<file path="config.mk">
export PLATFORM = sky130hd
export DESIGN_NAME = am_lock_rx
export DESIGN_NICKNAME = d
export VERILOG_FILES = /design/src/rtl/am_lock_rx.sv
export SDC_FILE = /design/constraint.sdc
export NUM_CORES = 1
export LEC_CHECK = 0
export ABC_AREA = 0
export ABC_CLOCK_PERIOD_IN_PS = 4820
export CORE_MARGIN = 2
export CORE_UTILIZATION = 30
export CTS_CLUSTER_SIZE = 30
export DETAILED_ROUTE_END_ITERATION = 8
export PLACE_DENSITY_LB_ADDON = 0.05
export SLEW_MARGIN = 20
export SYNTH_ARGS = -nofsm -noshare
export SYNTH_HDL_FRONTEND = slang
export SYNTH_SLANG_ARGS = --single-unit
</file>
<file path="constraint.sdc">
create_clock -name clk -period 4.82 [get_ports clk]
set_input_delay 0.723 -clock clk [delete_from_list [all_inputs] [get_ports clk]]
set_output_delay 0.723 -clock clk [all_outputs]
set_load 0.05 [all_outputs]
</file>
<file path="src/rtl/am_lock_rx.sv">
// Per-lane alignment-marker lock for the 40G PCS receive path: hunts for AMs, identifies
// each physical lane's virtual lane and flags AMs in the registered block stream.
module am_lock_rx #(
    parameter int LANE_N     = 4,
    parameter int BLOCK_W    = 66,
    parameter int AM_PERIOD  = 16384,
    parameter int AM_INV_MAX = 4
) (
    input  logic                      clk,
    input  logic                      nreset,
    input  logic                      valid_i,
    input  logic [LANE_N-1:0]         block_lock_i,
    input  logic [LANE_N*BLOCK_W-1:0] block_i,
    output logic                      valid_o,
    output logic [LANE_N*BLOCK_W-1:0] block_o,
    output logic [LANE_N-1:0]         am_o,
    output logic [LANE_N-1:0]         am_lock_o,
    output logic [LANE_N*LANE_N-1:0]  lane_o,
    output logic                      lane_aligned_o
);

    localparam int CNT_W = $clog2(AM_PERIOD + 1);
    localparam int INV_W = $clog2(AM_INV_MAX + 1);
    localparam int ID_W  = 2;
    localparam logic [CNT_W-1:0] CNT_ONE = CNT_W'(1);
    localparam logic [CNT_W-1:0] CNT_END = CNT_W'(AM_PERIOD);
    localparam logic [INV_W-1:0] INV_ONE = INV_W'(1);
    localparam logic [INV_W-1:0] INV_END = INV_W'(AM_INV_MAX);

    typedef enum logic [1:0] {
        HUNT   = 2'd0,
        VERIFY = 2'd1,
        LOCKED = 2'd2
    } state_t;

    // Marker bytes packed as {M2, M1, M0}; M0 sits in the lowest payload byte.
    function automatic logic [23:0] am_pattern(input logic [ID_W-1:0] id);
        case (id)
            2'd0:    return 24'h477690;
            2'd1:    return 24'hE6C4F0;
            2'd2:    return 24'h9B65C5;
            default: return 24'h3D79A2;
        endcase
    endfunction

    function automatic logic am_hit(input logic [1:0] hdr, input logic [23:0] m,
                                    input logic [23:0] m_inv, input logic [ID_W-1:0] id);
        logic [23:0] pat;
        pat = am_pattern(id);
        return (hdr == 2'b10) && (m == pat) && (m_inv == ~pat);
    endfunction

    state_t                 state_q [LANE_N];
    state_t                 state_d [LANE_N];
    logic [CNT_W-1:0]       cnt_q   [LANE_N];
    logic [CNT_W-1:0]       cnt_d   [LANE_N];
    logic [INV_W-1:0]       inv_q   [LANE_N];
    logic [INV_W-1:0]       inv_d   [LANE_N];
    logic [ID_W-1:0]        id_q    [LANE_N];
    logic [ID_W-1:0]        id_d    [LANE_N];
    logic [ID_W-1:0]        hit_id  [LANE_N];
    logic [LANE_N-1:0]      hit_any, hit_cap, exp_pos;

    logic                      valid_q, valid_d;
    logic [LANE_N*BLOCK_W-1:0] block_q, block_d;
    logic [LANE_N-1:0]         am_q, am_d;
    logic [LANE_N-1:0]         lock_q, lock_d;
    logic [LANE_N*LANE_N-1:0]  lane_q, lane_d;
    logic [LANE_N-1:0]         col_or;
    logic                      aligned_q, aligned_d;

    always_comb begin
        for (int x = 0; x < LANE_N; x++) begin
            hit_any[x] = 1'b0;
            hit_id[x]  = '0;
            hit_cap[x] = am_hit(block_i[x*BLOCK_W +: 2], block_i[x*BLOCK_W+2 +: 24],
                                block_i[x*BLOCK_W+34 +: 24], id_q[x]);
            exp_pos[x] = (cnt_q[x] == CNT_END);
            for (int j = 0; j < 4; j++) begin
                if (am_hit(block_i[x*BLOCK_W +: 2], block_i[x*BLOCK_W+2 +: 24],
                           block_i[x*BLOCK_W+34 +: 24], ID_W'(j))) begin
                    hit_any[x] = 1'b1;
                    hit_id[x]  = ID_W'(j);
                end
            end
        end
    end

    // Per-lane hunt/verify/lock; counters only move on valid blocks, block_lock_i loss wins.
    always_comb begin
        valid_d = valid_i;
        block_d = block_i;
        am_d    = '0;
        lock_d  = '0;
        lane_d  = '0;
        col_or  = '0;
        for (int x = 0; x < LANE_N; x++) begin
            state_d[x] = state_q[x];
            cnt_d[x]   = cnt_q[x];
            inv_d[x]   = inv_q[x];
            id_d[x]    = id_q[x];
            if (!block_lock_i[x]) begin
                state_d[x] = HUNT;
                cnt_d[x]   = '0;
                inv_d[x]   = '0;
                id_d[x]    = '0;
            end else if (valid_i) begin
                case (state_q[x])
                    HUNT: begin
                        if (hit_any[x]) begin
                            state_d[x] = VERIFY;
                            id_d[x]    = hit_id[x];
                            cnt_d[x]   = CNT_ONE;
                        end
                    end
                    VERIFY: begin
                        if (!exp_pos[x]) begin
                            cnt_d[x] = cnt_q[x] + CNT_ONE;
                        end else if (hit_cap[x]) begin
                            state_d[x] = LOCKED;
                            cnt_d[x]   = CNT_ONE;
                        end else begin
                            state_d[x] = HUNT;
                            cnt_d[x]   = '0;
                            id_d[x]    = '0;
                        end
                    end
                    LOCKED: begin
                        if (!exp_pos[x]) begin
                            cnt_d[x] = cnt_q[x] + CNT_ONE;
                        end else begin
                            // Flag every expected AM slot, even a corrupted one, so it is stripped downstream.
                            am_d[x]  = 1'b1;
                            cnt_d[x] = CNT_ONE;
                            if (hit_cap[x]) begin
                                inv_d[x] = '0;
                            end else if ((inv_q[x] + INV_ONE) == INV_END) begin
                                state_d[x] = HUNT;
                                cnt_d[x]   = '0;
                                inv_d[x]   = '0;
                                id_d[x]    = '0;
                            end else begin
                                inv_d[x] = inv_q[x] + INV_ONE;
                            end
                        end
                    end
                    default: begin
                        state_d[x] = HUNT;
                        cnt_d[x]   = '0;
                        inv_d[x]   = '0;
                        id_d[x]    = '0;
                    end
                endcase
            end
            lock_d[x] = (state_d[x] == LOCKED);
            if (lock_d[x]) begin
                lane_d[x*LANE_N +: LANE_N] = LANE_N'(1) << id_d[x];
            end
            col_or = col_or | lane_d[x*LANE_N +: LANE_N];
        end
        // Duplicate ids leave a virtual-lane column empty, which blocks alignment.
        aligned_d = (&lock_d) && (&col_or);
    end

    always_ff @(posedge clk or negedge nreset) begin
        if (!nreset) begin
            for (int x = 0; x < LANE_N; x++) begin
                state_q[x] <= HUNT;
                cnt_q[x]   <= '0;
                inv_q[x]   <= '0;
                id_q[x]    <= '0;
            end
            valid_q   <= 1'b0;
            block_q   <= '0;
            am_q      <= '0;
            lock_q    <= '0;
            lane_q    <= '0;
            aligned_q <= 1'b0;
        end else begin
            for (int x = 0; x < LANE_N; x++) begin
                state_q[x] <= state_d[x];
                cnt_q[x]   <= cnt_d[x];
                inv_q[x]   <= inv_d[x];
                id_q[x]    <= id_d[x];
            end
            valid_q   <= valid_d;
            block_q   <= block_d;
            am_q      <= am_d;
            lock_q    <= lock_d;
            lane_q    <= lane_d;
            aligned_q <= aligned_d;
        end
    end

    assign valid_o        = valid_q;
    assign block_o        = block_q;
    assign am_o           = am_q;
    assign am_lock_o      = lock_q;
    assign lane_o         = lane_q;
    assign lane_aligned_o = aligned_q;

endmodule
</file>
== Word-level counts from Yosys, hierarchy flattened ==
Cells that the tools add are included.
Storage, ports and cells
  register bits after elaboration: 378
  output and inout port bits: 290
  word-level logic and storage cells: 376
Cells by class
  $add $sub $neg: 8
  eq/ne operators: 88
  shift operators: 4
  mux-type cells: 184
  bitwise gates (word level): 7
  reduce and logical (&&, ||, !) cells: 63
Operators by type and width (count)
  24-bit == test (second input constant): 16
  15-bit 2-to-1 mux: 20
  24-bit case mux with 3 select lines: 4
  24-bit by 23-bit == test with 1-bit output (second input constant): 8
  24-bit == test: 8
  15-bit case mux with 3 select lines: 4
  2-bit 2-to-1 mux: 72
  24-bit by 21-bit == test with 1-bit output (second input constant): 4
  24-bit by 22-bit == test with 1-bit output (second input constant): 4
  24-bit NOT: 4
  15-bit by 1-bit adder with 15-bit output (second input constant): 4
  15-bit == test (second input constant): 4
  3-bit 2-to-1 mux: 20
  1-bit 2-to-1 mux: 48
  2-bit case mux with 3 select lines: 8
  1-bit logical AND: 41
  2-bit == test (second input constant): 16
  3-bit inequality test (second input constant): 8
  3-bit case mux with 2 select lines: 4
  2-bit by 1-bit == test with 1-bit output (second input constant): 8
  2-bit logical NOT: 8
  4-bit 2-to-1 mux: 4
  2-bit inequality test (second input constant): 8
  1-bit by 2-bit << shifter with 4-bit output (first input constant): 4
  other kinds (7): 25

== Logic depth before layout (Yosys ltp) ==
Gate-level depths: netlist (run 1).
  word-level depth: 18
  mapped depth: 13
  depth with buffers taken out: 13

== Worst setup path after synthesis (run 1) ==
No wires, ideal clock.
  kind: register -> register
  start point: register id_q[6] (netlist name)
  end point: register aligned_q (netlist: lane_aligned_o)
  arrival: 3.138 ns
  required time: 4.683 ns
  path slack: 1.546 ns
  stages on the path, launching flop included: 13
  buffers on the path: 0
  period minus slack after synthesis: 3.274 ns
  cells stage by stage: dfrtp_1 > inv_1 > ha_1 > or4b_1 > a21oi_1 > nor4b_1 > a41oi_2 > nand2_1 > a22oi_2 > o32ai_4 > nor3_2 > o32ai_1 > a211oi_2
RTL lines
  start, declared: line 59  | logic [ID_W-1:0] id_q [LANE_N];
  start signal, assigned by index: line 184  | id_q[x] <= id_d[x];
  end signal, assigned: line 191  | aligned_q <= aligned_d;
  end, declared: line 70  | logic aligned_q, aligned_d;

==> flow_summary.yaml, run 1 <==
run_status:
  status: "completed"
cts:
  cts_sinks: 378
  clock_path_buffers: 3
  cts_resized: 0
  root_buffer: "clkbuf_16"
  clk_latency_ns: 0.57
  cts_setup_buffers: 0
  clk_pin_slew_ns: 0.06
  cts_buffers: 44
  hold_buffers: 0
  h-tree-depth: 2
  cts_tree: "done"
flow_run:
  cap_violations: 0
timing:
  fin_crit_sh: 0.8296
  fmax_mhz: 250.1
  rsz0062_at_grt: "false"
  slew_headroom: 0.4600
  skew_ns: 0.01072
  setup_ws_ns: 0.8211
  worst_pin_slew_ns: 0.7988
  period_minus_slack_ns: 3.999
  final-setup-viol-count: 0
  slew_violations: 0
  tns_ns: 0
  hold_viol: 0
  worst_hold_slack_ns: 0.1457
worst_setup_path:
  critPathKind: "reg -> reg"
  cp.arrival_ns: 4.48
  timing.reg2reg.setup_slack_ns: 0.82
  critPathLaunchType: "flop"
  ff2ff_path_depth: 12
  critPathCaptureType: "flop"
  path_max_fanout: 8
  required_ns: 5.30
drt:
  vias: 14020
  drt-total-wl_um: 56720
  dr.pass1.iters: 5
  routedWlPerCell_um: 20.40
  remaining_drc_errors: 0
  vias_per_cell: 5.044
  drtIter0Drc: 896
  postRouteAntennaNets: 0
global_route:
  antenna_found_initial: 5
  grt.total_usage: 0.1987
  grt_pass1_vias: 14090
  grt_max_degree: 91
  grt_pass1_wl_um: 86570
  gr-total-overflow: 0
floorplan:
  rows: 85
  die_area_um2: 56110
  ios: 561
  initial_core_util: 0.3029
  die_h_um: 236.9
  dieWidth_um: 236.9
  core_area_um2: 53710
synthesis:
  synth_top_area_share: 0.5814
  synth.area.top_cells: "dfrtp_1, o21ai_0, ha_1, nand2_1, nor2_1"
  synthArstFlopShare: 1.000
  post_synth_num_cell_types: 95
  synth-edff-count: 0
  synth_area_um2: 16270
  synth.most_common_cell: "dfrtp_1"
  synth_ff_type: "dfrtp_1"
  synth-seq-cells: 378
  yosysTopAreaCell: "dfrtp_1"
  ys_warn_count: 0
  syn_nets: 1755
  ys_seq_area_frac: 0.5814
  synth_area_per_cell_um2: 11.24
  synthTopCellsByCount: "dfrtp_1, nand2_1, o21ai_0, nor2_1, inv_1"
  syn_inst: 1448
final_layout:
  layout-drive-gt1-share: 0.07212
  syn_to_final_growth_pct: 50.05
  nNetsFinal: 2356
  stdcell_area_um2: 24410
  fillers: 4973
power:
  leakage_nw: 10.01
  power_density_nw_per_um2: 331.6
  peakVddDrop_uv: 208.5
placement:
  dp_hpwl_um: 43480
  place_ws_ns: 0.5729
  placed_cell_area_um2: 22850
  gp_congestion: 0.8741
  io_buffers: 560
worst_hold_path:
  hold_class: "in -> async"
## critical path, cell delays in order (launching register included)
cell	delay (ns)
dfrtp_1	0.52
inv_1	0.18
ha_1	0.39
or4b_1	0.52
a21oi_1	0.16
nor4b_1	0.50
a41oi_2	0.26
nand2_1	0.16
a22oi_2	0.11
o32ai_4	0.42
nor3b_2	0.37
o32ai_1	0.14
a211oi_2	0.19
## area by class of cell
| class | count | area [um^2] | area share |
|---|---|---|---|
| Clock inverter | 12 | 216.5 | 0.008866 |
| Sequential cell | 378 | 9459 | 0.3875 |
| Antenna cell | 4 | 10.01 | 0.0004100 |
| Tap cell | 696 | 870.8 | 0.03567 |
| Inverter | 54 | 202.7 | 0.008303 |
| Clock buffer | 65 | 1331 | 0.05453 |
| Multi-Input combinational cell | 987 | 6495 | 0.2660 |
| Timing Repair Buffer | 584 | 5828 | 0.2387 |
## worst paths after layout
kind,to,start
max,lane_aligned_o,id_q[6]
min,block_o[65],nreset
max reg2reg,lane_aligned_o,id_q[6]
min reg2reg,cnt_q[14],cnt_q[14]
max in group asynchronous,block_o[245],nreset
min in group clk,cnt_q[14],cnt_q[14]
## placed cells by master, fill, tap and decap left out, types with 35 or more instances in the layout
cell	n
and3_1	37
clkbuf_16	45
clkdlybuf4s50_1	559
dfrtp_1	378
ha_1	36
inv_1	53
nand2_1	120
nand3_1	35
nor2_1	100
nor2b_1	35
o21ai_0	118
## power by group
group,switching [mW],total (mW),internal (mW)
registers,0.0360,3.33,3.29
clock network,1.34,3.57,2.22
logic,0.743,1.20,0.461
total,2.12,8.10,5.97
## state kept, by name (all words and copies together) (netlist names)
signal	flops
block_o	264
cnt_q	60
lane_o	16
inv_q	12
id_q	8
state_q	8
am_lock_o	4
am_o	4
lane_aligned_o	1
valid_o	1
## logic make-up (layout without fill, tap and decap cells)
group,Yosys count,in the layout,synth area share
xor+xnor,22,22,0.01184
mux,9,9,0.005614
simple gates,624,624,0.2295
buf+inv,83,715,0.01953
compound gates,296,296,0.1244
other cells,0,4,0
flops,378,378,0.5814
fa+ha+maj,36,36,0.02768
## stage by stage
stage / std cells / utilization / power [mW]
after floorplan: 1448 / - / 3.927
after global placement: 2699 / 0.4255 / 4.595
after detailed placement: 2699 / 0.4255 / 4.597
after CTS: 2776 / 0.4544 / 8.236
after global routing: 2778 / 0.4545 / 8.434
final: 2780 / 0.4546 / 8.096
## per-layer routing
metal / wire (um) / track usage / vias to the layer above
met2: 27230 / 0.3290 / 545
met4: 1253 / 0.05619 / 0
li1: - / - / 6527
met3: 4286 / 0.05141 / 87
met1: 23950 / 0.2567 / 6862
met5: 0 / 0 / -
Power figures use the tool's default switching activity.
==> run 2: changes to the inputs <==
--- a/config.mk
+++ b/config.mk
@@ -6,7 +6,7 @@
 export NUM_CORES = 1
 export LEC_CHECK = 0
 export ABC_AREA = 0
-export ABC_CLOCK_PERIOD_IN_PS = 4820
+export ABC_CLOCK_PERIOD_IN_PS = 4100
 export CORE_MARGIN = 2
 export CORE_UTILIZATION = 30
 export CTS_CLUSTER_SIZE = 30
==> constraint.sdc (replaced) <==
create_clock -name clk -period 4.1 [get_ports clk]
set_input_delay 0.615 -clock clk [delete_from_list [all_inputs] [get_ports clk]]
set_output_delay 0.615 -clock clk [all_outputs]
set_load 0.05 [all_outputs]
==> flow_summary.yaml, run 2 (synthesis results as in run 1) <==
cts:
  clock_path_buffers: 3
  cts_sinks: 378
  cts_resized: 0
  clk_latency_ns: 0.57
  root_buffer: "clkbuf_16"
  cts_tree: "done"
  clk_pin_slew_ns: 0.06
  cts_buffers: 45
  h-tree-depth: 2
  cts_setup_buffers: 0
run_status:
  status: "completed"
timing:
  final-setup-viol-count: 0
  worst_hold_slack_ns: 0.4832
  worst_pin_slew_ns: 0.7526
  slew_headroom: 0.4960
  fin_crit_sh: 0.9553
  skew_ns: 0.01707
  fmax_mhz: 255.3
  setup_ws_ns: 0.1834
  period_minus_slack_ns: 3.917
  rsz0062_at_grt: "false"
  slew_violations: 0
  hold_viol: 0
worst_hold_path:
  worst_hold_path.endpoint: "block_o[99]"
  hold_class: "in -> reg"
  hold_depth: 1
  min_from: "block_i[99]"
floorplan:
  dieWidth_um: 236.9
  die_area_um2: 56110
  core_area_um2: 53710
  rows: 85
  ios: 561
  initial_core_util: 0.3029
  die_h_um: 236.9
drt:
  routedWlPerCell_um: 19.93
  drtIter0Drc: 666
  remaining_drc_errors: 0
  dr.pass1.iters: 6
  drt-total-wl_um: 56530
  postRouteAntennaNets: 0
  vias_per_cell: 4.953
  vias: 14050
worst_setup_path:
  r2r-start: "id_q[0]"
  critPathKind: "reg -> reg"
  path_max_fanout: 9
  required_ns: 4.59
  ff2ff_path_depth: 13
  critPathLaunchType: "flop"
  r2r-end: "lane_aligned_o"
  cp.arrival_ns: 4.41
  critPathCaptureType: "flop"
  timing.reg2reg.setup_slack_ns: 0.18
global_route:
  antenna_found_initial: 2
  grt_pass1_vias: 14200
  grt_max_degree: 89
  grt.total_usage: 0.1978
  grt_pass1_wl_um: 86630
  gr-total-overflow: 0
final_layout:
  largest_reg_flops: 264
  final_common_cell: "clkdlybuf4s50_1"
  final_cell_mix: "clkdlybuf4s50_1, dfrtp_1, nand2_1"
  syn_to_final_growth_pct: 52.52
  layout-drive-gt1-share: 0.09677
  nNetsFinal: 2414
placement:
  place_ws_ns: -0.03880
  dp_hpwl_um: 43280
  io_buffers: 560
  gp_congestion: 0.8729
power:
  leakage_nw: 10.28
  power_density_nw_per_um2: 382.3
  peakVddDrop_uv: 281.7
flow_run:
  cap_violations: 0
run 2: cell type report:
type / count / area (um^2)
inverters: 54 / 202.7
diodes: 2 / 5.005
clock inverters: 17 / 224.0
well taps: 696 / 870.8
fillers: 4985 / 28890
multi-input cells: 987 / 6494
clock buffers: 62 / 1303
repair buffers: 641 / 6259
flip-flops and latches: 378 / 9459
run 2: report_power, final:
group	leakage, nW	total (mW)	internal (mW)	switching [mW]
clock network	0.742	4.14	2.53	1.61
registers	4.66	3.91	3.87	0.0427
logic	4.87	1.44	0.563	0.878
run 2: per-stage QoR:
step                  util  setup TNS (ns)  power, mW  cells  instance area [um^2]
floorplan                -               0      4.616   1448                 16270
global placement    0.4331         -0.1329      5.426   2753                 23260
detailed placement  0.4332        -0.03880      5.427   2754                 23270
CTS                 0.4618               0      9.661   2834                 24800
global route        0.4620               0      9.880   2836                 24810
finish              0.4621               0      9.487   2837                 24820
run 2: worst max path at each step:
| stage | start | end | slack [ns] |
|---|---|---|---|
| detailed placement | block_i[213] | lane_aligned_o | -0.04 |
| CTS | id_q[0] | lane_aligned_o | 0.18 |
| finish | id_q[0] | lane_aligned_o | 0.18 |
| global route | id_q[0] | lane_aligned_o | 0.01 |
| floorplan | id_q[6] | lane_aligned_o | 0.83 |
| global placement | block_i[213] | lane_aligned_o | -0.13 |
run 2: what timing repair did:
action / CTS / global route
endpoints found under the hold margin: 49 / 0
hold buffers: 1 / 0
endpoints found under the setup margin: 0 / 0
run 2: critical path, cell delays in order (launching register included):
cell and delay [ns]:
dfrtp_1 0.56, inv_1 0.16, ha_1 0.40, xnor2_1 0.17, a2111o_1 0.38, a2111oi_0 0.57
buf_4 0.22, and2_1 0.14, a31oi_1 0.11, a21o_1 0.27, nor3b_1 0.31, a22o_1 0.25
o32ai_1 0.11, a211oi_2 0.18
run 2: routing by layer:
metal  part of all wire  up-vias  wire [um]  GRT usage
li1                   -     6634          -          -
met1               0.43     6911      24150     0.2535
met2               0.49      446      27420     0.3352
met3              0.072       62       4060    0.05059
met4              0.016        0        893    0.04545
met5                  0        -          0          0
==> run 3: changes to the inputs <==
--- a/config.mk
+++ b/config.mk
@@ -12,6 +12,7 @@
 export CTS_CLUSTER_SIZE = 30
 export DETAILED_ROUTE_END_ITERATION = 8
 export PLACE_DENSITY_LB_ADDON = 0.05
+export REMOVE_ABC_BUFFERS = 1
 export SLEW_MARGIN = 20
 export SYNTH_ARGS = -nofsm -noshare
 export SYNTH_HDL_FRONTEND = slang
==> flow_summary.yaml, run 3 (synthesis results as in run 1) <==
run_status:
  status: "completed"
floorplan:
  die_area_um2: 56110
  dieWidth_um: 236.9
  core_area_um2: 53710
  rows: 85
  die_h_um: 236.9
  initial_core_util: 0.3029
  ios: 561
final_layout:
  layout-drive-gt1-share: 0.09334
  multiInputGateArea_um2: 6494
  final_cell_mix: "clkdlybuf4s50_1, dfrtp_1, nand2_1"
  nNetsFinal: 2406
  seq_area_um2: 9459
  largest_reg_flops: 264
  final_common_cell: "clkdlybuf4s50_1"
  fillers: 5003
  syn_to_final_growth_pct: 51.76
worst_setup_path:
  crit_slowest_cell: "or4b_1"
  cp.arrival_ns: 4.16
  required_ns: 4.54
  timing.reg2reg.setup_slack_ns: 0.38
  critPathCaptureType: "flop"
  critPathLaunchType: "flop"
  critPathMaxStageDelay_ns: 0.53
  critPathKind: "reg -> reg"
  ff2ff_path_depth: 12
  path_cells: "inv_1 > ha_1 > or4b_1 > a21oi_1 > nor4b_1 > a41oi_2 > nand2_1 > a22oi_2 > o32ai_4 > nor3_2 > o32ai_1 > a211oi_2"
  path_max_fanout: 5
power:
  pwr-share-seq: 0.421
  switchingPower_mw: 2.536
  leakage_nw: 10.22
  clkPwrFrac: 0.423
  p_sw_frac: 0.2726
  p_int_mw: 6.765
  p_comb_frac: 0.156
  power_density_nw_per_um2: 376.7
  totalPowerFinal_mw: 9.301
  peakVddDrop_uv: 266.1
timing:
  fin_crit_sh: 0.9064
  tns_ns: 0
  rsz0062_at_grt: "false"
  worst_pin_slew_ns: 0.7994
  hold_viol: 0
  worst_hold_slack_ns: 0.08282
  slew_headroom: 0.4647
  fmax_mhz: 269.1
  slew_violations: 0
  skew_ns: 0.02155
  final-setup-viol-count: 0
  period_minus_slack_ns: 3.716
placement:
  io_buffers: 560
  gp_congestion: 0.8551
  dp_hpwl_um: 45610
drt:
  vias_per_cell: 4.971
  routedWlPerCell_um: 20.75
  dr.pass1.iters: 5
  drt-total-wl_um: 58760
  drtIter0Drc: 694
  vias: 14080
  postRouteAntennaNets: 0
  remaining_drc_errors: 0
cts:
  cts_sinks: 378
  root_buffer: "clkbuf_16"
  hold_buffers: 0
  cts_resized: 0
  clk_latency_ns: 0.57
  cts_setup_buffers: 0
  clk_pin_slew_ns: 0.06
  cts_buffers: 44
  cts_tree: "done"
  clock_path_buffers: 3
  h-tree-depth: 2
global_route:
  grt_pass1_vias: 14660
  grt_max_degree: 89
  grt_pass1_wl_um: 90030
  gr-total-overflow: 0
  grt.total_usage: 0.2072
  antenna_found_initial: 4
worst_hold_path:
  hold_class: "in -> async"
flow_run:
  cap_violations: 0
run 3: final cells by class:
type	instances	share of cell area
timing repair buffer	634	0.2521
clock inverter	20	0.008563
antenna	4	0.0004054
inverter	54	0.008209
sequential	378	0.3831
clock buffer	59	0.04935
multi-input combinational	987	0.2630
tap	696	0.03527
run 3: worst paths after layout:
kind                                 from             end
worst max-delay path              id_q[7]  lane_aligned_o
max in group asynchronous          nreset    block_o[141]
min in group clk                cnt_q[14]       cnt_q[14]
worst min register to register  cnt_q[14]       cnt_q[14]
worst max register to register    id_q[7]  lane_aligned_o
worst min-delay path               nreset     block_o[17]
run 3: power groups by stage:
stage               Clock (mW)  Sequential (mW)  Combinational (mW)
floorplan                    0             4.46               0.147
global placement             0             3.98                1.46
detailed placement           0             3.98                1.46
CTS                       4.08             3.91                1.47
global route              4.21             3.92                1.53
finish                    3.94             3.91                1.45
run 3: metrics by stage:
| stage | util | instances | instance area, um^2 | setup slack (ns) |
|---|---|---|---|---|
| after floorplan | - | 1419 | 16160 | 0.7952 |
| after global placement | 0.4327 | 2747 | 23240 | 0.007057 |
| after detailed placement | 0.4327 | 2747 | 23240 | 0.01120 |
| after CTS | 0.4593 | 2826 | 24670 | 0.4003 |
| after global routing | 0.4598 | 2832 | 24690 | 0.1198 |
| final | 0.4598 | 2832 | 24690 | 0.3837 |
run 3: worst max-delay path: cells and delay by family (launching register included):
family / cells / cell delay, ns
simple gates: 4 / 1.25
fa+ha+maj: 1 / 0.36
flops: 1 / 0.45
compound gates: 6 / 1.40
buf+inv: 1 / 0.13
run 3: routing by layer:
| metal | vias to the layer above | part of all wire | track usage |
|---|---|---|---|
| met1 | 6917 | 0.41 | 0.2554 |
| li1 | 6631 | - | - |
| met5 | - | 0 | 0 |
| met2 | 454 | 0.49 | 0.3575 |
| met4 | 0 | 0.024 | 0.06291 |
| met3 | 75 | 0.069 | 0.05118 |
